[config.mk]
export PLATFORM = sky130hd
export DESIGN_NAME = cpu_fetch_unit
export DESIGN_NICKNAME = d
export VERILOG_FILES = /design/src/rtl/cpu_fetch_unit.sv
export SDC_FILE = /design/constraint.sdc
export NUM_CORES = 1
export LEC_CHECK = 0
export CORE_AREA = 2 2 64 81
export DETAILED_ROUTE_END_ITERATION = 7
export DIE_AREA = 0 0 66 83
export PLACE_DENSITY = 0.7
export SLEW_MARGIN = 10
export SYNTH_ARGS = -nofsm -noshare
export SYNTH_HDL_FRONTEND = slang
export SYNTH_SLANG_ARGS = --single-unit
[constraint.sdc]
create_clock -name clk -period 2.2 [get_ports clk]
set_input_delay 0.44 -clock clk [delete_from_list [all_inputs] [get_ports clk]]
set_output_delay 0.44 -clock clk [all_outputs]
set_load 0.005 [all_outputs]
[src/rtl/cpu_fetch_unit.sv]
// Instruction/immediate fetch stage: owns the PC, runs the program-RAM read
// handshake and presents fetched bytes to the control FSM with a wait-state timeout.
module cpu_fetch_unit #(
  parameter int unsigned          ADDR_W     = 8,
  parameter logic [ADDR_W-1:0]    RESET_PC   = '0,
  parameter int unsigned          MAX_WAIT   = 15,
  parameter logic [7:0]           NOP_OPCODE = 8'h00
) (
  input  logic              clk,
  input  logic              reset_cycle,
  input  logic              fetch_start,
  input  logic              fetch_imm,
  input  logic              pc_load,
  input  logic [ADDR_W-1:0] pc_load_val,
  input  logic              halt,
  input  logic [7:0]        mem_rdata,
  input  logic              mem_ack,
  output logic [ADDR_W-1:0] mem_addr,
  output logic              mem_rd,
  output logic [7:0]        instruction,
  output logic [7:0]        imm_data,
  output logic              bus_ready,
  output logic [ADDR_W-1:0] pc,
  output logic              busy,
  output logic              timeout_err
);

  typedef enum logic [1:0] {
    ST_IDLE  = 2'd0,
    ST_WAIT  = 2'd1,
    ST_READY = 2'd2
  } state_t;

  localparam logic [ADDR_W-1:0] PC_ONE   = 1;
  localparam logic [7:0]        CNT_LAST = 8'(MAX_WAIT - 1);

  state_t            state_q, state_d;
  logic [ADDR_W-1:0] pc_q, pc_d;
  logic [ADDR_W-1:0] mem_addr_q, mem_addr_d;
  logic              mem_rd_q, mem_rd_d;
  logic [7:0]        instruction_q, instruction_d;
  logic [7:0]        imm_data_q, imm_data_d;
  logic              bus_ready_q, bus_ready_d;
  logic              timeout_err_q, timeout_err_d;
  logic [7:0]        cnt_q, cnt_d;
  logic              kind_imm_q, kind_imm_d;

  always_comb begin
    state_d       = state_q;
    pc_d          = pc_q;
    mem_addr_d    = mem_addr_q;
    mem_rd_d      = mem_rd_q;
    instruction_d = instruction_q;
    imm_data_d    = imm_data_q;
    bus_ready_d   = bus_ready_q;
    timeout_err_d = timeout_err_q;
    cnt_d         = cnt_q;
    kind_imm_d    = kind_imm_q;

    unique case (state_q)
      ST_IDLE, ST_READY: begin
        if (!halt && (fetch_start || fetch_imm)) begin
          kind_imm_d  = !fetch_start;
          mem_addr_d  = pc_q;
          mem_rd_d    = 1'b1;
          bus_ready_d = 1'b0;
          cnt_d       = '0;
          state_d     = ST_WAIT;
        end
      end
      ST_WAIT: begin
        if (mem_ack) begin
          if (kind_imm_q) imm_data_d    = mem_rdata;
          else            instruction_d = mem_rdata;
          pc_d        = pc_q + PC_ONE;
          mem_rd_d    = 1'b0;
          bus_ready_d = 1'b1;
          state_d     = ST_READY;
        end else if (cnt_q == CNT_LAST) begin
          if (kind_imm_q) imm_data_d    = '0;
          else            instruction_d = NOP_OPCODE;
          timeout_err_d = 1'b1;
          mem_rd_d      = 1'b0;
          bus_ready_d   = 1'b1;
          state_d       = ST_READY;
        end else begin
          cnt_d = cnt_q + 8'd1;
        end
      end
      default: state_d = ST_IDLE;
    endcase

    // A PC load overrides the post-ack increment in the same cycle.
    if (pc_load) pc_d = pc_load_val;
  end

  always_ff @(posedge clk) begin
    if (reset_cycle) begin
      state_q       <= ST_IDLE;
      pc_q          <= RESET_PC;
      mem_addr_q    <= RESET_PC;
      mem_rd_q      <= 1'b0;
      instruction_q <= NOP_OPCODE;
      imm_data_q    <= '0;
      bus_ready_q   <= 1'b0;
      timeout_err_q <= 1'b0;
      cnt_q         <= '0;
      kind_imm_q    <= 1'b0;
    end else begin
      state_q       <= state_d;
      pc_q          <= pc_d;
      mem_addr_q    <= mem_addr_d;
      mem_rd_q      <= mem_rd_d;
      instruction_q <= instruction_d;
      imm_data_q    <= imm_data_d;
      bus_ready_q   <= bus_ready_d;
      timeout_err_q <= timeout_err_d;
      cnt_q         <= cnt_d;
      kind_imm_q    <= kind_imm_d;
    end
  end

  assign mem_addr    = mem_addr_q;
  assign mem_rd      = mem_rd_q;
  assign instruction = instruction_q;
  assign imm_data    = imm_data_q;
  assign bus_ready   = bus_ready_q;
  assign pc          = pc_q;
  assign busy        = (state_q == ST_WAIT);
  assign timeout_err = timeout_err_q;

endmodule

Word-level counts from Yosys, hierarchy flattened
Cells that the tools add are included.

Add/subtract/negate cells: 2. Eq/ne operators: 7. Multiplexer cells: 27. Bitwise gates (word level): 2. Reduce and logical (&&, ||, !) cells: 18.

Operators with widths (number): two-way mux 8 bit (14); adder 8 x 1 -> 8 bit, second input constant (2); case mux 8 bit (2 select lines) (1); AND reduction 3 bit (4); == test 8 x 4 -> 1 bit, second input constant (1); nonzero test 2 bit (4); two-way mux 1 bit (6); two-way mux 2 bit (3); != test 2 bit, second input constant (3); AND reduction 2 bit (3); case mux 1 bit (2 select lines) (2); case mux 2 bit (2 select lines) (1); AND reduction 4 bit (1); != test 3 x 2 -> 1 bit, second input constant (1); == test 2 x 1 -> 1 bit, second input constant (1); == test 2 bit, second input constant (1); logical NOT 1 bit (2); logical NOT 2 bit (1); NOT 1 bit (2); OR reduction 2 bit (1); logical AND 1 bit (1); logical OR 1 bit (1).

Register bits: 46. Input port bits: 23. Output and inout port bits: 36. Logic and storage cells: 66.

Logic depth before layout (Yosys ltp)
Word-level depth: 4. Depth in mapped cells: 7. Depth with buffers taken out: 6.

Worst setup path after synthesis
No wires, ideal clock.

Kind: input -> register. Start: in mem_ack. End: reg cnt_q[3]. Setup time: 0.129 ns. Data arrival time: 1.498 ns. Data required time: 2.071 ns. Setup slack: 0.573 ns. Stages on the path: 5. Buffers on the path: 1. Cells stage by stage: buf_2 -> or3b_4 -> a21o_1 -> o2111ai_1 -> o41ai_2.

Longest elaborated chain between the ends: 2.

RTL lines: start: declaration (line 17) `input logic mem_ack,`; != test 2 bit (no line); AND reduction 4 bit (no line); end signal: assignment (line 118) `cnt_q <= cnt_d;`; end: declaration (line 45) `logic [7:0] cnt_q, cnt_d;`.

No other way between the ends. A chain may end at the register's enable or synchronous reset.

Worst setup path after layout
Start: reg state_q[0]. End: out busy.

Longest elaborated chain between the ends: 1.

RTL lines: start: declaration (line 37) `state_t state_q, state_d;`; start signal: assignment (line 110) `state_q <= state_d;`; == test 2 x 1 -> 1 bit (line 129) `assign busy = (state_q == ST_WAIT);`; end: declaration (line 24) `output logic busy,`.

No other way between the ends.

==> summary.txt <==
Max-Cap Viols = 0
Finished Cell Area = 0.002849 mm²
die footprint = 0.005478 mm²
register area share after synthesis = 0.4526
area leader, netlist = dfxtp_1
via count = 1,931
vias in the first global route = 1,730
CTS H-tree depth = 2
largest net degree at the start of global routing = 20
Slew HR = 0.7552
initial antenna violation count = 0
Post-Synth Adder-Cell Area = 0.01845
clock buffer depth = 2
Post-DP Area = 0.002706 mm²
Worst Path Arrival = 1500 ps
share of layout cells above drive strength 1 = 0.09060
DP HPWL = 3.575 mm
row count = 28
routability cong. = 0.8211
die height = 83 µm
final hold violation count = 0
power density over the cells = 666.8 mW/mm²
Final min period = 1944 ps
Pre-antenna DRT Iters = 5
f_max = 514.4 MHz
largest family of logic cells by synthesized area = compound AO/OA/AOI/OAI gates
clock transition at the registers of the reported paths = 90 ps
Post-synth EDFFs = 0
Yosys cell types = 43
Synth top area share = 0.4526
Mapped Nets = 264
critical path class = reg -> out
Ys Warns = 0
postcts setup bufs = 0
ys flop type = dfxtp_1
number of setup violations in the final report = 0
mux cell area share after synthesis = 0
post-synthesis xor/xnor area fraction = 0.02583
first-pass GRT wire length = 8.307 mm
post-place setup slack = 95.88 ps
IO Pins = 59
period utilization = 0.8837
flops & latches, synth = 46
total core area = 0.004695 mm²
RSZ-0062 raised after global routing = false
fill cell count = 436
Critical Path RT = 1760 ps
routed wire length per instance = 14.29 µm
# resized after CTS = 0
CTS buffer count = 5
post-DR vias/cell = 5.394
setup TNS = 0 ps
Post-Syn Instances = 238
final wirelength = 5.116 mm
Final WS setup = 255.9 ps
VDD IR-drop max = 381.0 µV
status = finished, final reports clean
port bufs = 58
ys async rst share = 0
GRT Total Usage = 0.1931
CP endpoint kind = output pin
CP Max Fanout = 9
TritonCTS clock tree = built
top post-synthesis cells by count = 46 x dfxtp_1, 46 x nand2_1, 34 x a21oi_1
clk_skew = 5.725 ps
Root Buffer Master = clkbuf_8
Hold Path Class = reg -> reg
Final Max Tran Viols = 0
DRT antenna net count = 0
grt total ovfl = 0
ant diodes = 0
Util after Layout = 0.6069
Starting DRT DRC Count = 115
Tightest Pin Transition = 358.0 ps
Post-Syn Area = 0.002034 mm²
syn avg cell area = 8.548 µm²
final layout net count = 323
clock sinks = 46
post-synthesis compound-gate area fraction = 0.2491
top cells by area, synth = dfxtp_1 45%, nand2_1 8.5%, a21oi_1 8.4%
Initial Utilization = 0.4334
hold-fix buffers at CTS = 0
Die W = 66 µm
Pleak = 0.9768 nW
Area growth, synth to finish = 40.04%
clk_lat worst skew = 300 ps
DRC violations left = 0
simple-gate share of the synthesized area = 0.2097
Setup crit start kind = flip-flop
flip-flops by register name, summed over array words and instances (netlist names):
register / cells
bus_ready: 1
cnt_q: 8
imm_data: 8
instruction: 8
kind_imm_q: 1
mem_addr: 8
mem_rd: 1
pc: 8
state_q: 2
timeout_err: 1
metal layers:
metal	vias to the layer above	track usage	wire, µm
met3	6	0.04065	239
li1	971	-	-
met1	899	0.2481	2377
met4	0	0.06865	78
met5	-	0	0
met2	55	0.3159	2421
worst max-delay path, stage by stage, from the launching register on:
cell,delay (ps)
dfxtp_1,450
nand2b_1,100
inv_1,130
clkdlybuf4s50_1,520
final cells by class:
| class | count | area, µm² | area share |
|---|---|---|---|
| multi-input combinational | 171 | 1023 | 0.3592 |
| tap | 60 | 75.07 | 0.02635 |
| timing repair buffer | 68 | 668.1 | 0.2345 |
| sequential | 46 | 920.9 | 0.3232 |
| clock buffer | 6 | 82.58 | 0.02899 |
| inverter | 5 | 18.77 | 0.006588 |
| clock inverter | 2 | 60.06 | 0.02108 |
stage by stage:
stage	power, mW	hold WS (ps)	cells
6_report	1.900	458.5	358
5_1_grt	1.968	475.5	358
4_1_cts	1.907	459.3	358
3_5_place_dp	1.139	447.2	350
3_3_place_gp	1.137	441.0	350
2_1_floorplan	1.008	452.7	238
power breakdown:
part | internal [mW] | switching (mW) | total, mW
clock | 0.485 | 0.294 | 0.779
combinational | 0.123 | 0.110 | 0.232
sequential | 0.861 | 0.0278 | 0.888
cell usage in the layout (no fill, tap or decap), types with 6 or more instances in the layout:
master            n
a21oi_1          34
a311oi_1         11
buf_4             9
clkbuf_8          6
clkdlybuf4s50_1  58
dfxtp_1          46
nand2_1          46
nand3_1           6
nor2_1           11
o21ai_0           6
o31ai_1           9
worst paths after layout:
kind / startpoint / end / slack, ps / cells past startpoint
worst max-delay path: state_q[0] / busy / 260 / 3
worst min-delay path: mem_addr[2] / mem_addr[2] / 460 / 2
worst max register to register: cnt_q[0] / imm_data[2] / 320 / 6
worst min register to register: mem_addr[2] / mem_addr[2] / 460 / 2
logic make-up (layout without fill, tap and decap cells):
group,count (synthesis),in the layout
fa+ha+maj,3,3
compound gates,75,75
buf+inv,21,81
xor+xnor,6,6
simple gates,87,87
flops,46,46
(Power assumes the default switching activity.)
